File: src/rtl/pc_fetch_pkg.sv
// Shared types and constants for the instruction-fetch stage.
// Optional feature macro used by this block: PC_MISALIGN_TRAP_EN.
package pc_fetch_pkg;

    // Fetch sequencer states
    typedef enum logic [2:0] {
        ST_IDLE = 3'd0,
        ST_REQ  = 3'd1,
        ST_WAIT = 3'd2,
        ST_HOLD = 3'd3,
        ST_DROP = 3'd4
    } fetch_state_e;

    // addi x0, x0, 0
    localparam logic [31:0] NOP_INST = 32'h0000_0013;
    localparam logic [31:0] PC_INC   = 32'd4;

endpackage

File: src/rtl/pc_fetch_if.sv
// Instruction-memory request/response bus between fetch (master) and memory (slave).
// One request in flight at a time; response arrives no earlier than the cycle after acceptance.
interface pc_fetch_if;

    logic        req;
    logic [31:0] addr;
    logic        ready;
    logic        rvalid;
    logic [31:0] rdata;

    modport master (
        output req,
        output addr,
        input  ready,
        input  rvalid,
        input  rdata
    );

    modport slave (
        input  req,
        input  addr,
        output ready,
        output rvalid,
        output rdata
    );

endinterface

File: src/rtl/pc_fetch_pc_reg.sv
// Program counter register with reset value, load enable and sequential +4 adder.
module pc_reg
    import pc_fetch_pkg::*;
#(
    parameter logic [31:0] RESET_PC = 32'h0000_0000
) (
    input  logic        clk,
    input  logic        rst,
    input  logic        load_en,
    input  logic [31:0] pc_next_i,
    output logic [31:0] pc_o,
    output logic [31:0] pc_add_o
);

    logic [31:0] pc_d;
    logic [31:0] pc_q;

    // Take the PC-select mux result only when the fetch sequencer asks for it
    always_comb begin
        pc_d = pc_q;
        if (load_en) begin
            pc_d = pc_next_i;
        end
    end

    // PC state
    always_ff @(posedge clk) begin
        if (rst) begin
            pc_q <= RESET_PC;
        end else begin
            pc_q <= pc_d;
        end
    end

    assign pc_o     = pc_q;
    // Wraps modulo 2^32 by construction
    assign pc_add_o = pc_q + PC_INC;

endmodule

File: src/rtl/pc_fetch.sv
// Instruction-fetch stage: PC ownership, single-outstanding imem requests,
// one-entry instruction buffer towards decode, and stale-response discard after redirects.
// Optional feature macro: PC_MISALIGN_TRAP_EN (misaligned-PC trap instead of address masking).
module pc_fetch
    import pc_fetch_pkg::*;
#(
    parameter logic [31:0] RESET_PC = 32'h0000_0000
) (
    input  logic              clk,
    input  logic              rst,
    input  logic [31:0]       pc_next_i,
    input  logic              redirect_i,
    output logic [31:0]       pc_o,
    output logic [31:0]       pc_add_o,
    pc_fetch_if.master        imem,
    output logic [31:0]       inst_o,
    output logic [31:0]       inst_pc_o,
    output logic              inst_valid_o,
    input  logic              id_ready_i,
    output logic              misalign_o
);

    fetch_state_e state_d, state_q;
    logic [31:0]  inst_d, inst_q;
    logic [31:0]  inst_pc_d, inst_pc_q;
    logic         inst_valid_d, inst_valid_q;
    logic         misalign_d, misalign_q;
    logic         pc_load;
    logic         pc_misaligned;
    logic         req;
    logic         accept;

    pc_reg #(
        .RESET_PC (RESET_PC)
    ) u_pc_reg (
        .clk       (clk),
        .rst       (rst),
        .load_en   (pc_load),
        .pc_next_i (pc_next_i),
        .pc_o      (pc_o),
        .pc_add_o  (pc_add_o)
    );

`ifdef PC_MISALIGN_TRAP_EN
    // A misaligned PC blocks issue while the sequencer sits in IDLE/REQ
    assign pc_misaligned = (pc_o[1:0] != 2'b00) &&
                           ((state_q == ST_IDLE) || (state_q == ST_REQ));
    assign imem.addr     = pc_o;
`else
    // Without the trap the low address bits are simply masked; the trap flop never sets
    assign pc_misaligned = 1'b0;
    assign imem.addr     = {pc_o[31:2], 2'b00};
`endif

    assign req      = (state_q == ST_REQ) && !pc_misaligned;
    assign accept   = req && imem.ready;
    assign imem.req = req;

    // Next-state, PC load and instruction-buffer update; redirect overrides every transition
    always_comb begin
        state_d      = state_q;
        inst_d       = inst_q;
        inst_pc_d    = inst_pc_q;
        inst_valid_d = inst_valid_q;
        misalign_d   = misalign_q;
        pc_load      = 1'b0;

        if (redirect_i) begin
            pc_load      = 1'b1;
            inst_valid_d = 1'b0;
            misalign_d   = 1'b0;
            unique case (state_q)
                ST_IDLE: state_d = ST_REQ;
                // An accepted request still owes a response, which must be thrown away
                ST_REQ:  state_d = accept ? ST_DROP : ST_REQ;
                ST_WAIT: state_d = imem.rvalid ? ST_REQ : ST_DROP;
                ST_HOLD: state_d = ST_REQ;
                ST_DROP: state_d = imem.rvalid ? ST_REQ : ST_DROP;
                default: state_d = ST_IDLE;
            endcase
        end else begin
            unique case (state_q)
                ST_IDLE: begin
                    if (pc_misaligned) begin
                        misalign_d = 1'b1;
                    end else begin
                        state_d = ST_REQ;
                    end
                end
                ST_REQ: begin
                    if (pc_misaligned) begin
                        misalign_d = 1'b1;
                    end else if (accept) begin
                        state_d = ST_WAIT;
                    end
                end
                ST_WAIT: begin
                    if (imem.rvalid) begin
                        inst_d       = imem.rdata;
                        inst_pc_d    = pc_o;
                        inst_valid_d = 1'b1;
                        state_d      = ST_HOLD;
                    end
                end
                ST_HOLD: begin
                    if (inst_valid_q && id_ready_i) begin
                        pc_load      = 1'b1;
                        inst_valid_d = 1'b0;
                        state_d      = ST_REQ;
                    end
                end
                ST_DROP: begin
                    if (imem.rvalid) begin
                        state_d = ST_REQ;
                    end
                end
                default: state_d = ST_IDLE;
            endcase
        end
    end

    // Sequencer state, instruction buffer and trap flag
    always_ff @(posedge clk) begin
        if (rst) begin
            state_q      <= ST_IDLE;
            inst_q       <= NOP_INST;
            inst_pc_q    <= 32'h0000_0000;
            inst_valid_q <= 1'b0;
            misalign_q   <= 1'b0;
        end else begin
            state_q      <= state_d;
            inst_q       <= inst_d;
            inst_pc_q    <= inst_pc_d;
            inst_valid_q <= inst_valid_d;
            misalign_q   <= misalign_d;
        end
    end

    assign inst_o       = inst_q;
    assign inst_pc_o    = inst_pc_q;
    assign inst_valid_o = inst_valid_q;
    assign misalign_o   = misalign_q;

endmodule
File: src/flat_wrapper.sv
// flat-port wrapper written by rule: the top's interface ports become plain ports
module pc_fetch_flat import pc_fetch_pkg::*;
#(
    parameter logic [31:0] RESET_PC = 32'h0000_0000
)
  (clk, rst, pc_next_i, redirect_i, pc_o, pc_add_o, inst_o, inst_pc_o, inst_valid_o, id_ready_i, misalign_o, imem_req, imem_addr, imem_ready, imem_rvalid, imem_rdata);
  pc_fetch_if imem_i ();
  input  logic clk;
  input  logic rst;
  input  logic [31:0] pc_next_i;
  input  logic redirect_i;
  output logic [31:0] pc_o;
  output logic [31:0] pc_add_o;
  output logic [31:0] inst_o;
  output logic [31:0] inst_pc_o;
  output logic inst_valid_o;
  input  logic id_ready_i;
  output logic misalign_o;
  output wire logic [$bits(imem_i.req)-1:0] imem_req;
  output wire logic [$bits(imem_i.addr)-1:0] imem_addr;
  input wire logic [$bits(imem_i.ready)-1:0] imem_ready;
  input wire logic [$bits(imem_i.rvalid)-1:0] imem_rvalid;
  input wire logic [$bits(imem_i.rdata)-1:0] imem_rdata;
  assign imem_req = imem_i.req;
  assign imem_addr = imem_i.addr;
  assign imem_i.ready = imem_ready;
  assign imem_i.rvalid = imem_rvalid;
  assign imem_i.rdata = imem_rdata;
  pc_fetch #(.RESET_PC(RESET_PC)) u_core (.clk(clk), .rst(rst), .pc_next_i(pc_next_i), .redirect_i(redirect_i), .pc_o(pc_o), .pc_add_o(pc_add_o), .imem(imem_i), .inst_o(inst_o), .inst_pc_o(inst_pc_o), .inst_valid_o(inst_valid_o), .id_ready_i(id_ready_i), .misalign_o(misalign_o));
endmodule
File: config.mk
export PLATFORM = sky130hd
export DESIGN_NAME = pc_fetch_flat
export DESIGN_NICKNAME = d
export VERILOG_FILES = /design/src/rtl/pc_fetch_pkg.sv /design/src/rtl/pc_fetch_if.sv /design/src/rtl/pc_fetch_pc_reg.sv /design/src/rtl/pc_fetch.sv /design/src/flat_wrapper.sv
export SDC_FILE = /design/constraint.sdc
export NUM_CORES = 1
export LEC_CHECK = 0
export CORE_UTILIZATION = 36
export CTS_CLUSTER_SIZE = 8
export DETAILED_ROUTE_END_ITERATION = 6
export PLACE_DENSITY = 0.79
export SLEW_MARGIN = 5
export SYNTH_ARGS = -nofsm -noshare
export SYNTH_HDL_FRONTEND = slang
export SYNTH_SLANG_ARGS = --single-unit
File: constraint.sdc
create_clock -name clk -period 2.08 [get_ports clk]
set_input_delay 0.416 -clock clk [delete_from_list [all_inputs] [get_ports clk]]
set_output_delay 0.416 -clock clk [all_outputs]
set_load 0.02 [all_outputs]
==> results of run 1 <==
==> flip-flops by register name (all words and copies together), names as in the netlist <==
register and flops:
u_core.inst_o 32, u_core.u_pc_reg.pc_o 32, u_core.inst_pc_o 32, u_core.inst_valid_o 1
u_core.state_q 3
==> final cells by class <==
cell class / count / area [um^2] / area share
flip-flops and latches: 100 / 2039 / 0.2617
clock inverters: 6 / 85.08 / 0.01092
clock buffers: 10 / 250.2 / 0.03211
well taps: 143 / 178.9 / 0.02296
inverters: 8 / 30.03 / 0.003853
multi-input cells: 395 / 2276 / 0.2920
repair buffers: 302 / 2934 / 0.3765
==> cells in the final DEF (no fill, tap or decap), types with 2 or more instances in the layout <==
cell type,synthesis,final
a21oi_1,96,96
buf_12,0,7
buf_4,35,71
buf_6,1,20
bufinv_16,0,2
clkbuf_16,0,10
clkdlybuf4s50_1,0,199
clkinv_2,0,2
clkinvlp_4,0,2
conb_1,1,3
dfxtp_1,100,82
dfxtp_2,0,12
dfxtp_4,0,6
dlygate4sd2_1,0,3
inv_1,8,8
nand2_1,205,203
nand3_1,8,7
nand3b_1,5,5
nand4_1,6,6
nor2_1,9,2
nor2_2,0,2
nor2_4,0,5
nor2b_1,2,2
nor3_4,0,9
nor4_4,1,2
o21ai_0,2,2
or4_4,1,2
xnor2_1,13,9
xnor2_2,0,4
xor2_1,15,4
xor2_2,0,11
==> cell families after synthesis <==
kind of cell               count (synthesis)  synth area share
adders and majority gates                  1          0.002857
other                                      1         0.0008563
xor gates and xnor gates                  28           0.05600
DFF                                      100            0.4571
AOI/OAI and AO/OA                        103            0.1226
buffers and inverters                     82            0.1034
and+or+nand+nor                          260            0.2571
==> through the flow <==
stage               TNS (ns)  setup slack, ns  utilization  instance area (um^2)  hold slack, ns
global route          -7.486          -0.5201       0.6711                  7794          0.4749
global placement      -7.998          -0.5441       0.6106                  7092          0.4408
CTS                   -5.798          -0.4748       0.6542                  7597          0.4584
finish                -6.025          -0.4556       0.6711                  7794          0.4581
detailed placement    -8.748          -0.5916       0.6106                  7092          0.4488
floorplan             -1.004          -0.1257            -                  4589          0.4862
==> per-layer routing <==
metal,vias to the layer above,share of wire,global-route usage
li1,2302,-,-
met1,2215,0.41,0.2627
met2,188,0.51,0.4257
met3,13,0.076,0.05616
met4,0,0.011,0.08800
met5,-,0,0
==> worst max-delay path, stage by stage (launching register included) <==
cell and delay, ns:
dfxtp_4 0.36, nand4_4 0.11, or4_4 0.54, buf_6 0.16, buf_6 0.11, nor3_4 0.20, xor2_2 0.16, buf_6 0.13
==> worst max path at each step <==
stage	endpoint	startpoint	slack (ns)
2_1_floorplan	pc_add_o[31]	u_core.u_pc_reg.pc_o[17]	-0.13
3_3_place_gp	pc_add_o[31]	u_core.u_pc_reg.pc_o[20]	-0.54
4_1_cts	pc_add_o[27]	u_core.u_pc_reg.pc_o[10]	-0.47
3_5_place_dp	pc_add_o[31]	u_core.u_pc_reg.pc_o[19]	-0.59
5_1_grt	pc_add_o[29]	u_core.u_pc_reg.pc_o[7]	-0.52
6_report	pc_add_o[29]	u_core.u_pc_reg.pc_o[7]	-0.46
==> power breakdown <==
group	internal (W)	total [W]	switching (W)
registers	0.00196	0.00199	0.0000325
logic	0.000403	0.000796	0.000393
clock network	0.00112	0.00186	0.000736
total	0.00348	0.00464	0.00116
==> repair_timing <==
| action | 4_1_cts | 5_1_grt |
|---|---|---|
| setup buffers | 7 | 12 |
| setup endpoints to repair | 28 | 25 |
| gates resized for setup | 167 | 27 |
| pin swaps | 17 | 20 |
==> out/metrics.yaml, run 1 <==
status: "complete, but fails checks"
violations: "DRC, setup timing"
power_leakage_nw: 3.077
std_cell_rows: 39
dr.pass1.iters: 7
cp_max_fo: 3
avgRoutedWirePerCell_um: 15.32
dp_hpwl_um: 10330
insertion_delay_ns: 0.34
overflow: 0
synth_warnings: 0
fillers: 937
worstHoldStart: "u_core.inst_o[19]"
drt-total-wl_um: 14770
gp_congestion: 0.8324
peakVddDrop_v: 0.0004507
hold_viol_final: 0
cts_root_buf: "clkbuf_16"
hold_path_end: "u_core.inst_o[19]"
drv_slew: 0
grt_pass1_wl_um: 23290
setup-violations-final: 19
synth_edf_count: 0
hold_path.class: "reg2reg"
cts_buffer_depth: 2
port_buffers: 229
synth.distinct_cells: 39
drive_gt1_frac: 0.2217
drc: 18
clock_skew_ns: 0.006846
end_kind: "primary output"
vias_per_cell: 4.894
cts_max_level: 3
die-area_um2: 12610
p_per_area_nw_per_um2: 595.8
grt_pass1_vias: 4735
synth.ff_latch_count: 100
netlist_area_um2: 4379
hold_depth: 2
cp-start-kind: "register"
cts_buffers: 9
synth-main-ff-cell: "dfxtp_1"
synth_top_cells_by_count: "205 x nand2_1, 100 x dfxtp_1, 96 x a21oi_1"
initial_core_util: 0.3771
avgSynthCellArea_um2: 7.616
fin_crit_sh: 1.219
gr-usage-all-layers: 0.2333
min_period_ns: 2.536
dp_cells: 929
die_height_um: 112.3
drt.antenna.violating_nets: 0
synthDominantCellAreaShare: 0.4571
critPathArrivalTime_ns: 2.12
area_growth_pct: 77.97
r2r_start: "u_core.state_q[1]"
vias: 4718
yosysSeqAreaShare: 0.4571
drv_cap: 0
rsz0062_at_grt: "yes"
cts_tree: "yes"
rr_worst_depth: 5
synthArstFlopShare: 0
fin_cells: 964
coreArea_um2: 11610
grt_max_degree: 59
syn-instance-count: 575
clkSinkCount: 100
ys_top_cells_by_area: "dfxtp_1 46%, nand2_1 18%, a21oi_1 11%"
grt_antenna_before_repair: 0
required_ns: 1.66
yosysTopAreaCell: "dfxtp_1"
clk_pin_slew_ns: 0.07
fin_ws_ns: -0.4556
r2r-end: "u_core.inst_pc_o[31]"
synth_most_common_cell: "nand2_1"
regToRegSetupSlack_ns: 0.47
io_pins: 233
crit_type: "reg2out"
dieWidth_um: 112.3
drt_iter0_drc: 293
fmaxAchievable_mhz: 394.4
layout.nets: 887
antenna_cells: 0
ctsHoldBuffers: 0
power.total_w: 0.004644
Note: power is estimated with default switching activity, not from simulation.
==> inputs of run 2 (changes only) <==
--- a/config.mk
+++ b/config.mk
@@ -5,10 +5,13 @@
 export SDC_FILE = /design/constraint.sdc
 export NUM_CORES = 1
 export LEC_CHECK = 0
+export CAP_MARGIN = 20
 export CORE_UTILIZATION = 36
 export CTS_CLUSTER_SIZE = 8
 export DETAILED_ROUTE_END_ITERATION = 6
 export PLACE_DENSITY = 0.79
+export RECOVER_POWER = 25
+export SETUP_SLACK_MARGIN = 0.5
 export SLEW_MARGIN = 5
 export SYNTH_ARGS = -nofsm -noshare
 export SYNTH_HDL_FRONTEND = slang
==> out/metrics.yaml, run 2 (same netlist as run 1, synthesis figures left out) <==
status: "complete, but fails checks"
violations: "DRC, setup timing"
r2r-end: "u_core.u_pc_reg.pc_o[13]"
crit_type: "reg2out"
critPathSlowestCell: "or4_4"
worst_slew_pin_slew_ns: 0.5389
hold_path.class: "reg2reg"
crit_family: "simple AND/OR/NAND/NOR gates"
power_leakage_nw: 3.480
dieWidth_um: 112.3
clock_skew_ns: 0.005321
die_height_um: 112.3
clkSinkCount: 100
fin_util: 0.6569
cts_max_level: 3
insertion_delay_ns: 0.34
vias_per_cell: 4.948
drv_slew: 0
min_period_ns: 2.475
required_ns: 1.66
ctsHoldBuffers: 0
setup-violations-final: 22
clk_pin_slew_ns: 0.07
fmaxAchievable_mhz: 404.1
dr.pass1.iters: 6
drc: 18
path_depth: 6
cts_tree: "yes"
cts_buffer_depth: 2
slew_headroom: 0.6407
gp_congestion: 0.8096
drv_cap: 0
worst-path-buf-inv: 2
startpoint: "u_core.u_pc_reg.pc_o[17]"
initial_core_util: 0.3771
cp-start-kind: "register"
drt.antenna.violating_nets: 0
regToRegSetupSlack_ns: 0.21
antenna_cells: 0
area_growth_pct: 74.20
cts_root_buf: "clkbuf_16"
grt_max_degree: 63
dp_cells: 931
dp_hpwl_um: 10590
avgRoutedWirePerCell_um: 15.64
grt_antenna_before_repair: 0
coreArea_um2: 11610
port_buffers: 229
path_cells: "nand4_1, or4_4, clkbuf_16, nor3_4, xor2_2, buf_4"
fin_cells: 969
setup_tns_ns: -6.303
fin_ws_ns: -0.3946
drt_iter0_drc: 265
die-area_um2: 12610
overflow: 0
vias: 4795
drt-total-wl_um: 15150
cts_buffers: 9
gr-usage-all-layers: 0.2390
drive_gt1_frac: 0.2918
grt_pass1_wl_um: 23650
final_common_cell: "nand2_1"
layout_common_cells: "201 x nand2_1, 95 x a21oi_1, 79 x dfxtp_1, 73 x dlygate4sd2_1, 70 x buf_4"
critPathArrivalTime_ns: 2.06
grt_pass1_vias: 4640
fin_crit_sh: 1.190
rsz0062_at_grt: "yes"
peakVddDrop_v: 0.0003174
layout.nets: 892
hold_viol_final: 0
std_cell_rows: 39
crit_end: "pc_add_o[25]"
max_stage_delay_ns: 0.55
p_per_area_nw_per_um2: 568.3
end_kind: "primary output"
cp_max_fo: 4
r2r_start: "u_core.state_q[0]"
worstHoldStart: "u_core.inst_pc_o[15]"
rr_worst_depth: 5
io_pins: 233
==> run 2: what timing repair did <==
action | in CTS | in global routing
gates resized for setup | 430 | 74
endpoints found under the setup margin | 228 | 74
gates cloned | 1 | 1
setup buffers | 11 | 9
pin swaps | 22 | 25
==> run 2: routing by layer <==
metal  share of wire  wire length [um]  track usage
met5               0                 0            0
met1            0.40              6004       0.2702
met4           0.020               297      0.09244
met2            0.50              7649       0.4340
met3           0.079              1199      0.05724
==> run 2: layout make-up <==
class | instances | area, um^2
fillers | 962 | 3985
flip-flops and latches | 100 | 2043
repair buffers | 306 | 2671
well taps | 143 | 178.9
multi-input cells | 396 | 2425
clock buffers | 12 | 256.5
clock inverters | 4 | 23.77
inverters | 8 | 30.03
==> run 2: tightest hold or removal path, cell delays in order (launching register included) <==
cell,delay [ns]
dfxtp_1,0.30
nand2_1,0.05
a21oi_1,0.05
==> run 2: worst min path at each step <==
| stage | end | slack (ns) | depth (start not counted) |
|---|---|---|---|
| after floorplan | u_core.state_q[2] | 0.49 | 2 |
| after global placement | u_core.inst_pc_o[10] | 0.44 | 2 |
| after detailed placement | u_core.inst_pc_o[3] | 0.45 | 2 |
| after CTS | u_core.inst_pc_o[3] | 0.45 | 2 |
| after global routing | u_core.inst_o[23] | 0.47 | 2 |
| final | u_core.inst_pc_o[15] | 0.45 | 2 |
==> run 2: power breakdown <==
group	switching [W]	internal [W]
sequential	0.0000342	0.00196
clock	0.000715	0.000874
combinational	0.000406	0.000351
total	0.00115	0.00318
==> run 2: through the flow <==
step | cell area [um^2] | hold WS (ns) | power, W | setup WS, ns
CTS | 7654 | 0.4530 | 0.004375 | -0.4034
finish | 7629 | 0.4512 | 0.004335 | -0.3946
detailed placement | 7194 | 0.4465 | 0.002820 | -0.5323
global placement | 7194 | 0.4412 | 0.002809 | -0.4915
global route | 7629 | 0.4727 | 0.004499 | -0.4634
floorplan | 4691 | 0.4862 | 0.002414 | -0.1257
==> inputs of run 3 (changes only) <==
--- a/config.mk
+++ b/config.mk
@@ -9,6 +9,7 @@
 export CORE_UTILIZATION = 36
 export CTS_CLUSTER_SIZE = 8
 export DETAILED_ROUTE_END_ITERATION = 6
+export GPL_ROUTABILITY_DRIVEN = 0
 export PLACE_DENSITY = 0.79
 export RECOVER_POWER = 25
 export SETUP_SLACK_MARGIN = 0.5
==> results of run 3 <==
No change in the layout: final DEF, timing and power equal those of run 2.
